## src/rtl/piezo_burst_gen.sv

```systemverilog
// piezo_burst_gen: emits N complementary carrier periods on a piezo H-bridge,
// with dead-time between phases, a period counter and an optional start timestamp.
//
// Ports:
//   clock, reset      system clock, asynchronous active-high reset
//   start             burst request (accepted only in IDLE)
//   abort             synchronous stop request (wins over start)
//   burst_cycles      carrier periods to emit, latched on accepted start
//   time_cnt          free-running RTC count, captured on accepted start
//   busy, done        burst in progress / one-cycle completion pulse
//   piezo_p, piezo_n  bridge phases, registered, never high together
//   cycles_emitted    completed periods of the current or last burst
//   start_timestamp   time_cnt at accepted start
//
// Build option: define PIEZO_BURST_TIMESTAMP_EN to implement the
// start_timestamp register; otherwise it is tied to 0 and time_cnt is unused.

module piezo_burst_gen #(
    parameter int unsigned CLOCK_SPEED_HZ   = 50_000_000,
    parameter int unsigned CARRIER_HZ       = 40_000,
    parameter int unsigned DEAD_TIME_CYCLES = 4
) (
    input  logic        clock,
    input  logic        reset,
    input  logic        start,
    input  logic        abort,
    input  logic [31:0] burst_cycles,
    input  logic [31:0] time_cnt,
    output logic        busy,
    output logic        done,
    output logic        piezo_p,
    output logic        piezo_n,
    output logic [31:0] cycles_emitted,
    output logic [31:0] start_timestamp
);

    localparam int unsigned HALF = CLOCK_SPEED_HZ / (2 * CARRIER_HZ);
    localparam int unsigned DRIVE_CYCLES = HALF - DEAD_TIME_CYCLES;
    localparam logic [31:0] DEAD_LAST = 32'(DEAD_TIME_CYCLES) - 32'd1;
    localparam logic [31:0] DRIVE_LAST = 32'(DRIVE_CYCLES) - 32'd1;
    // A zero dead-time skips the DEAD_* states entirely.
    localparam bit HAS_DEAD = (DEAD_TIME_CYCLES != 0);

    typedef enum logic [2:0] {
        IDLE,
        DEAD_P,
        DRIVE_P,
        DEAD_N,
        DRIVE_N,
        FINISH
    } state_t;

    state_t      state_q;
    logic [31:0] phase_cnt_q;
    logic [31:0] target_q;
    logic [31:0] emitted_q;
    logic [31:0] emitted_d;
    logic        busy_q;
    logic        done_q;
    logic        p_q;
    logic        n_q;
    logic        accept;

    assign emitted_d = emitted_q + 32'd1;
    assign accept    = (state_q == IDLE) && start && !abort;

    always_ff @(posedge clock or posedge reset) begin
        if (reset) begin
            state_q     <= IDLE;
            phase_cnt_q <= '0;
            target_q    <= '0;
            emitted_q   <= '0;
            busy_q      <= 1'b0;
            done_q      <= 1'b0;
            p_q         <= 1'b0;
            n_q         <= 1'b0;
        end else if (abort && state_q != IDLE) begin
            // Abort keeps emitted_q: it already counts only finished periods.
            state_q     <= IDLE;
            phase_cnt_q <= '0;
            busy_q      <= 1'b0;
            done_q      <= 1'b0;
            p_q         <= 1'b0;
            n_q         <= 1'b0;
        end else begin
            unique case (state_q)
                IDLE: begin
                    done_q <= 1'b0;
                    if (accept) begin
                        target_q    <= burst_cycles;
                        emitted_q   <= '0;
                        phase_cnt_q <= '0;
                        if (burst_cycles == 32'd0) begin
                            state_q <= FINISH;
                            done_q  <= 1'b1;
                        end else if (HAS_DEAD) begin
                            state_q <= DEAD_P;
                            busy_q  <= 1'b1;
                        end else begin
                            state_q <= DRIVE_P;
                            busy_q  <= 1'b1;
                            p_q     <= 1'b1;
                        end
                    end
                end
                DEAD_P: begin
                    if (phase_cnt_q == DEAD_LAST) begin
                        phase_cnt_q <= '0;
                        state_q     <= DRIVE_P;
                        p_q         <= 1'b1;
                    end else begin
                        phase_cnt_q <= phase_cnt_q + 32'd1;
                    end
                end
                DRIVE_P: begin
                    if (phase_cnt_q == DRIVE_LAST) begin
                        phase_cnt_q <= '0;
                        p_q         <= 1'b0;
                        if (HAS_DEAD) begin
                            state_q <= DEAD_N;
                        end else begin
                            state_q <= DRIVE_N;
                            n_q     <= 1'b1;
                        end
                    end else begin
                        phase_cnt_q <= phase_cnt_q + 32'd1;
                    end
                end
                DEAD_N: begin
                    if (phase_cnt_q == DEAD_LAST) begin
                        phase_cnt_q <= '0;
                        state_q     <= DRIVE_N;
                        n_q         <= 1'b1;
                    end else begin
                        phase_cnt_q <= phase_cnt_q + 32'd1;
                    end
                end
                DRIVE_N: begin
                    if (phase_cnt_q == DRIVE_LAST) begin
                        phase_cnt_q <= '0;
                        n_q         <= 1'b0;
                        emitted_q   <= emitted_d;
                        // Equality stops the burst before the counter can wrap.
                        if (emitted_d == target_q) begin
                            state_q <= FINISH;
                            busy_q  <= 1'b0;
                            done_q  <= 1'b1;
                        end else if (HAS_DEAD) begin
                            state_q <= DEAD_P;
                        end else begin
                            state_q <= DRIVE_P;
                            p_q     <= 1'b1;
                        end
                    end else begin
                        phase_cnt_q <= phase_cnt_q + 32'd1;
                    end
                end
                FINISH: begin
                    done_q  <= 1'b0;
                    busy_q  <= 1'b0;
                    state_q <= IDLE;
                end
                default: begin
                    state_q <= IDLE;
                end
            endcase
        end
    end

`ifdef PIEZO_BURST_TIMESTAMP_EN
    logic [31:0] ts_q;

    always_ff @(posedge clock or posedge reset) begin
        if (reset) begin
            ts_q <= '0;
        end else if (accept) begin
            ts_q <= time_cnt;
        end
    end

    assign start_timestamp = ts_q;
`else
    logic unused_time_cnt;

    assign unused_time_cnt = ^time_cnt;
    assign start_timestamp = 32'd0;
`endif

    assign busy           = busy_q;
    assign done           = done_q;
    assign piezo_p        = p_q;
    assign piezo_n        = n_q;
    assign cycles_emitted = emitted_q;

endmodule

```

## config.mk

```make
export PLATFORM = sky130hd
export DESIGN_NAME = piezo_burst_gen
export DESIGN_NICKNAME = d
export VERILOG_FILES = /design/src/rtl/piezo_burst_gen.sv
export SDC_FILE = /design/constraint.sdc
export NUM_CORES = 1
export LEC_CHECK = 0
export CAP_MARGIN = 20
export CORE_MARGIN = 2
export CORE_UTILIZATION = 44
export DETAILED_ROUTE_END_ITERATION = 12
export PLACE_DENSITY = 0.82
export SLEW_MARGIN = 5
export SYNTH_ARGS = -nofsm -noshare
export SYNTH_HDL_FRONTEND = slang
export SYNTH_SLANG_ARGS = --single-unit
```

## constraint.sdc

```tcl
create_clock -name clock -period 7.2 [get_ports clock]
set_input_delay 1.44 -clock clock [delete_from_list [all_inputs] [get_ports clock]]
set_output_delay 1.44 -clock clock [all_outputs]
set_load 0.01 [all_outputs]
```

; Yosys cells after proc, flatten, opt, wreduce, memory -nomap -nowiden
; Cells that the tools add are included.
[totals]
regBits = 103
inputBits = 68
[classes]
add_sub_neg = 2
n_eq_ne = 17
n_mux = 34
n_bitwise = 1
n_reduce_logical = 22
[ops]
columns = operator, n
row1 = $mux 32, 5
row2 = $pmux 32 s3, 1
row3 = $add 32x1->32 const B, 2
row4 = $pmux 32 s2, 1
row5 = $eq 32x10->1 const B, 1
row6 = $eq 32x2->1 const B, 1
row7 = $eq 32x32->1, 1
row8 = $logic_not 32->1, 1
row9 = $mux 3, 8
row10 = $ne 3x3->1 const B, 6
row11 = $pmux 3 s5, 1
row12 = $mux 1, 14
row13 = $reduce_and 3->1, 4
row14 = $reduce_and 5->1, 2
row15 = $reduce_bool 3->1, 3
row16 = $reduce_bool 4->1, 2
row17 = $eq 3x2->1 const B, 2
row18 = $eq 3x3->1 const B, 2
row19 = $pmux 1 s3, 2
row20 = $ne 2x2->1 const B, 2
row21 = $pmux 1 s2, 2
row22 = $reduce_and 4->1, 1
row23 = $reduce_or 2->1, 2
row24 = $eq 3x1->1 const B, 1
row25 = other kinds (7), 9

; Longest topological paths before layout
; Gate-level depths: netlist of the first run.
[depth]
depth_word = 6
ltp_mapped = 10
mapped_depth_nobuf = 9

; Worst setup path after synthesis of the first run
; OpenSTA, ideal clock, no wires.
[synth_timing]
path_type = in2reg
start = in abort
end = reg phase_cnt_q[28]
arrival_ns = 3.298
required_ns = 7.068
setup_slack_ns = 3.770
cell_stages = 9
n_path_buf = 1
cell_sequence = clkbuf_1 -> inv_1 -> nand3_1 -> nand4_1 -> nor4_1 -> nand2_1 -> nor2_1 -> xnor2_1 -> nor2_1
[synth_between]
elab_chain_cells = 4
elab_cells_between_ends = 7
classes_between = 1 x eq/ne / 1 x mux / 5 x reduce/logical
[synth_lines]
columns = element, line
row1 = from (decl), 26  ; input logic abort,
row2 = $logic_not 1->1, 65  ; assign accept = (state_q == IDLE) && start && !abort;
row3 = $logic_and 1x1->1, 65
row4 = $ne 3x2->1 (no line), --
row5 = $reduce_and 2->1 (no line), --
row6 = to (signal assigned), 112  ; phase_cnt_q <= phase_cnt_q + 32'd1;
row7 = to (signal assigned), 126  ; phase_cnt_q <= phase_cnt_q + 32'd1;
row8 = to (signal assigned), 135  ; phase_cnt_q <= phase_cnt_q + 32'd1;
row9 = to (decl), 54  ; logic [31:0] phase_cnt_q;
; Parallel ways exist; a longest one is shown, timed or not.
; A chain may end at the register's enable or synchronous reset.

; Worst setup path in the final report of the first run
[layout_timing]
start = in abort
end = reg phase_cnt_q[29]
; The elaborated chain is that of the path after synthesis.

==> run metrics, run 1 <==
post-DP HPWL=10,800 um; clock slew at reported path FFs=0.07 ns; internal reg-to-reg setup slack=3.77 ns; antenna violations before repair=0; setup TNS=0 ns; hold depth=2; unrepaired setup endpoints after global routing=false; Final Worst Setup Slack=3.49 ns; H-Tree Depth=3; synthesized area=6240 um2; Die Ht=123 um; Seq cells post-synth=103; Port Buffers=71; Hold Crit Start=piezo_n$_DFFE_PP0P_; cts-stage hold buffer count=0; Top Ports=136; Post-Layout Cell Count=936; drt total wl=15,600 um; 1st-iter DRT viols=544; first-pass GRT wire length=25,200 um; Fmax=0.270 GHz; vias in the first global route=5,041; Critical-path top delay cell=clkdlybuf4s50_1; clock net sink count=103; status=finished clean; CTS Root Cell=clkbuf_16; final core occ=52.9%; Max-slew headroom=34.0%; Post-synth top flop=dfrtp_1; core area=13,900 um2; startpoint types=primary input; placed cell area=6970 um2; leakage=2.94 nW; Final period util=51.5%; Max Root-Sink Buffers=2; Total Power=1.94 mW; # diodes=0; CTS tree=built; Avg Inst Size Synth=8.98 um2; Post-CTS Setup Bufs=0; cells along the critical path=clkdlybuf4s50_1 > inv_1 > nand3_1 > nand4_1 > nor4_1 > and2_1 > nor2b_1 > xnor2_1 > nor2_1; CP delay by family, top=simple AND/OR/NAND/NOR gates; Arrival @ worst endpoint=3.95 ns; nets=822; most numerous cell in the Yosys netlist=dfrtp_1; Period minus WS final=3.71 ns; count of different cell masters after synthesis=56; critical path depth=9; cts repair resizes=0; Worst setup EP type=flop; Setup CP Type=in -> reg; Final Hold Vio Count=0; Least-Margin Pin Slew=0.987 ns; vias per cell=5.68; Initial Utilization=45.0%; Layout Skew=0.0125 ns; post-DR wirelength/cell=16.6 um; Final Slew Violations=0; via count=5,315; DR DRC count=0; share of cells above drive strength 1=8.99%; Worst Hold Class=reg -> reg; Crit Path Max Fanout=10; CP max stage delay=0.64 ns; pwr dens=264 nW/um2; Hold WS=0.487 ns; FFs w/ async S/R, synth=100%; placed insts=918; TritonCTS Buffers=9; worst r2r src=cycles_emitted[0]$_DFFE_PP0P_; WHS Endpoint=piezo_n$_DFFE_PP0P_; GP Congestion=0.924; clk_lat worst skew=0.36 ns; Post-synth EDFFs=0; Rows=43; sequential element share of the synthesized area=41.3%; top-area cell type share of the netlist area=41.3%; global route overflow=0; dpl ws=3.13 ns; largest net degree at the start of global routing=82; aggregate global-route resource usage=21.3%; synth top area cells=dfrtp_1 (41%), xnor2_1 (6.2%), mux2_2 (5.8%); synthesis-to-finish area growth=17.7%; Yosys warnings=0; Mapped Cells=695; worst reg2reg endpoint=busy$_DFFE_PP0P_; final setup fails=0; Die Area=15,200 um2; DR pass1 iterations=6; CP required=7.44 ns; Buf/Inv on CP=2; cell taking the most area after synthesis=dfrtp_1; Synth top cells by count=dfrtp_1 (103), nor2_1 (83), o21ai_0 (60), nand2_1 (50), xnor2_1 (44); Max-cap violations=0; width of the die=123 um; post-route ant nets=0; Register-to-Register Path Depth=9; Worst VDD drop=142 uV; final cell area excluding filler cells=7350 um2
==> where the power goes <==
| group | leakage (nW) | switching (mW) | internal, mW |
|---|---|---|---|
| registers | 1.36 | 0.111 | 0.692 |
| clock network | 0.161 | 0.234 | 0.310 |
| logic | 1.42 | 0.307 | 0.283 |
| total | 2.94 | 0.652 | 1.28 |
==> cells by family (layout without fill, tap and decap cells) <==
group	count (synthesis)	after routing	share of synthesized area, %
other cells	1	32	0.0601
simple gates	281	281	23.1
xor+xnor	74	74	10.4
compound gates	122	122	11.7
mux	34	34	6.09
flops	103	103	41.3
fa+ha+maj	3	3	0.601
buf+inv	77	107	6.77
==> flip-flops by register name (all words and copies together) (netlist names) <==
signal,count
cycles_emitted,32
phase_cnt_q,32
target_q,32
state_q,3
busy,1
done,1
piezo_n,1
piezo_p,1
==> metal layers <==
metal / wire length (um) / GRT usage, % / vias up
li1: - / - / 2514
met4: 491 / 9.09 / 0
met3: 1240 / 6.00 / 37
met1: 6600 / 27.6 / 2535
met2: 7230 / 33.4 / 229
met5: 0 / 0 / -
==> final cells by class <==
| type | instances | area (um2) |
|---|---|---|
| Inverter | 12 | 47.5 |
| Timing Repair Buffer | 79 | 811 |
| Sequential cell | 103 | 2580 |
| Clock inverter | 7 | 104 |
| Clock buffer | 9 | 225 |
| Tap cell | 180 | 225 |
| Multi-Input combinational cell | 546 | 3360 |
| Fill cell | 1251 | 6530 |
==> worst register-to-register path, stage by stage (launching register included) <==
cell	delay, ns
dfrtp_1	0.47
ha_1	0.32
nand3_1	0.28
nor4_2	0.65
xnor2_1	0.21
a211oi_1	0.35
nand4_1	0.19
nor4_2	0.40
nand3_1	0.19
a41o_1	0.28
==> cells in the final DEF (no fill, tap or decap), types with 3 or more instances in the layout <==
cell type        count
inv_1               11
ha_1                 3
nor4_2               4
nor2b_1             12
nand3b_1             3
a21oi_1             14
buf_4                6
and3_1              12
mux2_2              32
nand2_1             50
o21ai_0             60
nand4_1             29
o41ai_1              3
nand3_1             25
or3_1                7
nor2_1              83
a31oi_1             11
clkbuf_16            9
inv_6                3
or2_2                4
conb_1              32
nand2b_1             3
xor2_1              30
dfrtp_1            103
nor3_1              16
xnor2_1             44
nor4_1              22
o31ai_1             12
clkdlybuf4s50_1     71
==> how the worst max path moves through the flow <==
stage	slack [ns]	from	end
final	3.49	abort	phase_cnt_q[29]$_DFFE_PP0P_
after global routing	3.20	abort	phase_cnt_q[29]$_DFFE_PP0P_
after CTS	3.47	abort	phase_cnt_q[29]$_DFFE_PP0P_
after detailed placement	3.13	abort	phase_cnt_q[29]$_DFFE_PP0P_
after global placement	3.12	abort	phase_cnt_q[29]$_DFFE_PP0P_
after floorplan	3.06	reset	busy$_DFFE_PP0P_
No activity file was read; power rests on OpenSTA's default activity.
==> run 2, diff against run 1 <==
--- a/config.mk
+++ b/config.mk
@@ -9,7 +9,7 @@
 export CORE_MARGIN = 2
 export CORE_UTILIZATION = 44
 export DETAILED_ROUTE_END_ITERATION = 12
-export PLACE_DENSITY = 0.82
+export PLACE_DENSITY = 0.85
 export SLEW_MARGIN = 5
 export SYNTH_ARGS = -nofsm -noshare
 export SYNTH_HDL_FRONTEND = slang
==> constraint.sdc (replaced) <==
create_clock -name clock -period 3.21 [get_ports clock]
set_input_delay 0.642 -clock clock [delete_from_list [all_inputs] [get_ports clock]]
set_output_delay 0.642 -clock clock [all_outputs]
set_load 0.01 [all_outputs]
==> run 2 against run 1 <==
Effect of this change:
- highest routed layer unchanged
- register-to-register slack worse by 3.6 ns
- combinational power is 130% higher
- clock skew is 0.0055 ns lower
- clock-buffer cell count stayed put
- routed wire length is 1.8% higher
- core utilization is 0.52 points higher
- critical endpoint is now busy$_DFFE_PP0P_
- worst hold slack worse by 0.0059 ns
- largest power group unchanged
==> run metrics, run 2 (same netlist as run 1, synthesis figures left out) <==
final setup fails=0 (unchanged); WHS Endpoint=piezo_n$_DFFE_PP0P_; Post-Layout Cell Count=955 (+2.0%); Combinational Power Share=32.0% (+1.5 points); Total Power=4.19 mW (+120%); vias per cell=5.73 (+0.92%); vias in the first global route=5,091 (+0.99%); CP delay by family, top=simple AND/OR/NAND/NOR gates; Final Worst Setup Slack=0.204 ns (-3.29 ns); NetSw=1.45 mW (+120%); Layout Skew=0.00699 ns (-0.00546 ns); Final period util=93.6%; CTS tree=built; share of cells above drive strength 1=11.2% (+2.2 points); multi-input logic area=3360 um2 (unchanged); Initial Utilization=45.0% (unchanged); post-DR wirelength/cell=16.6 um (-0.24%); Reg area=2580 um2 (unchanged); drt total wl=15,800 um (+1.8%); design internal power=2.74 mW (+110%); Max-slew headroom=41.8% (+7.8 points); dpl ws=0.259 ns (-2.87 ns); Fmax=0.333 GHz; Die Ht=123 um (unchanged); internal reg-to-reg setup slack=0.20 ns (-3.57 ns); clock power share=25.0% (-3.1 points); Worst VDD drop=334 uV (+140%); Buf/Inv on CP=0 (-2); met2 Track Usage GR=35.5% (+2.0 points); Critical-path top delay cell=or3_1; global-route track usage on met1=28.5% (+0.84 points); most frequent cells in the layout=dfrtp_1 (103), nor2_1 (83), clkdlybuf4s50_1 (71); Worst setup EP type=flop; grt met3 use=3.64% (-2.4 points); # fillers=1,256 (+0.40%); placed cell area=7150 um2 (+2.6%); GRT busiest layer=met2; DR pass1 iterations=6 (unchanged); CP required=3.45 ns (-3.99 ns); largest net degree at the start of global routing=49 (-40%); CP max stage delay=0.60 ns (-0.04 ns); Max Root-Sink Buffers=2 (unchanged); Final Hold Vio Count=0 (unchanged); H-Tree Depth=3 (unchanged); Die Area=15,200 um2 (unchanged); placed insts=939 (+2.3%); Top Ports=136 (unchanged); cts repair resizes=0 (unchanged); hold depth=2 (unchanged); post-DP HPWL=11,600 um (+7.3%); worst r2r src=cycles_emitted[4]$_DFFE_PP0P_; Worst Hold Class=reg -> reg; aggregate global-route resource usage=21.7% (+0.32 points); status=finished clean; DR DRC count=0 (unchanged); Setup CP Type=reg -> reg; width of the die=123 um (unchanged); Post-CTS Setup Bufs=0 (unchanged); GP Congestion=0.941 (+1.9%); cts-stage hold buffer count=0 (unchanged); commonest non-fill, non-tap cell in the layout=dfrtp_1; Period minus WS final=3.01 ns; final cell area excluding filler cells=7420 um2 (+0.99%); switching share of power=34.6% (+0.99 points); core area=13,900 um2 (unchanged); antenna violations before repair=0 (unchanged); final core occ=53.5% (+0.52 points); leakage=3.00 nW (+1.8%); Least-Margin Pin Slew=0.865 ns (-0.122 ns); pwr dens=564 nW/um2 (+110%); setup TNS=0 ns (unchanged); worst reg2reg endpoint=busy$_DFFE_PP0P_; global route overflow=0 (unchanged); synthesis-to-finish area growth=18.9%; unrepaired setup endpoints after global routing=false; nets=841 (+2.3%); Final Slew Violations=0 (unchanged); Hold WS=0.482 ns (-0.00587 ns); Max-cap violations=0 (unchanged); # diodes=0 (unchanged); first-pass GRT wire length=25,500 um (+1.3%); Hold Crit Start=piezo_n$_DFFE_PP0P_; Rows=43 (unchanged); startpoint types=flop; TritonCTS Buffers=9 (unchanged); Port Buffers=71 (unchanged); clock slew at reported path FFs=0.07 ns (about the same); Register-to-Register Path Depth=8 (-1); cells along the critical path=nand4_2 > or3_1 > nor2_8 > mux2i_1 > or4_1 > and4bb_1 > nand3_1 > a41o_1; Arrival @ worst endpoint=3.25 ns (-0.70 ns); Crit Path Max Fanout=10 (unchanged); CTS Root Cell=clkbuf_16; post-route ant nets=0 (unchanged); clock net sink count=103 (unchanged); clk_lat worst skew=0.35 ns (about the same); register share of total power=42.9% (+1.5 points); via count=5,473 (+3.0%); 1st-iter DRT viols=546 (+0.37%)
==> run 2: cell count changes in the layout (fill, tap and decap cells not counted), sizes merged <==
cell,previous run,this run
inv,15,13
clkinv,2,3
clkinvlp,0,3
bufinv,2,0
buf,8,27
==> run 2: power by group through the flow <==
stage / combinational [mW] / sequential, mW / clock, mW
floorplan: 1.03 / 1.73 / 0
global placement: 1.29 / 1.80 / 0
detailed placement: 1.33 / 1.82 / 0
finish: 1.34 / 1.80 / 1.05
CTS: 1.34 / 1.79 / 1.06
global route: 1.47 / 1.83 / 1.12
==> run 2: worst register-to-register path: cells and delay by family (launching register included) <==
kind,cells,cell delay [ns]
AO/OA/AOI/OAI,1,0.28
multiplexers,1,0.10
flip-flops,1,0.46
AND/OR/NAND/NOR,6,2.05
==> run 2: layout make-up <==
type | count | share of cell area, %
Clock inverter | 7 | 0.641
Tap cell | 180 | 3.03
Inverter | 12 | 0.657
Timing Repair Buffer | 98 | 12.6
Clock buffer | 9 | 3.03
Sequential cell | 103 | 34.7
Multi-Input combinational cell | 546 | 45.3
==> run 2: routing by layer <==
metal | up-vias | part of all wire (%)
li1 | 2568 | -
met5 | - | 0
met4 | 0 | 2.5
met2 | 241 | 48
met3 | 31 | 7.1
met1 | 2633 | 43
==> run 2: how the worst max path moves through the flow <==
stage	from	end	slack, ns	depth (start not counted)
after floorplan	cycles_emitted[0]$_DFFE_PP0P_	busy$_DFFE_PP0P_	0.38	10
after CTS	cycles_emitted[4]$_DFFE_PP0P_	busy$_DFFE_PP0P_	0.25	8
after detailed placement	cycles_emitted[4]$_DFFE_PP0P_	busy$_DFFE_PP0P_	0.26	8
after global routing	cycles_emitted[4]$_DFFE_PP0P_	busy$_DFFE_PP0P_	0.05	8
final	cycles_emitted[4]$_DFFE_PP0P_	busy$_DFFE_PP0P_	0.20	8
after global placement	cycles_emitted[4]$_DFFE_PP0P_	busy$_DFFE_PP0P_	0.29	8
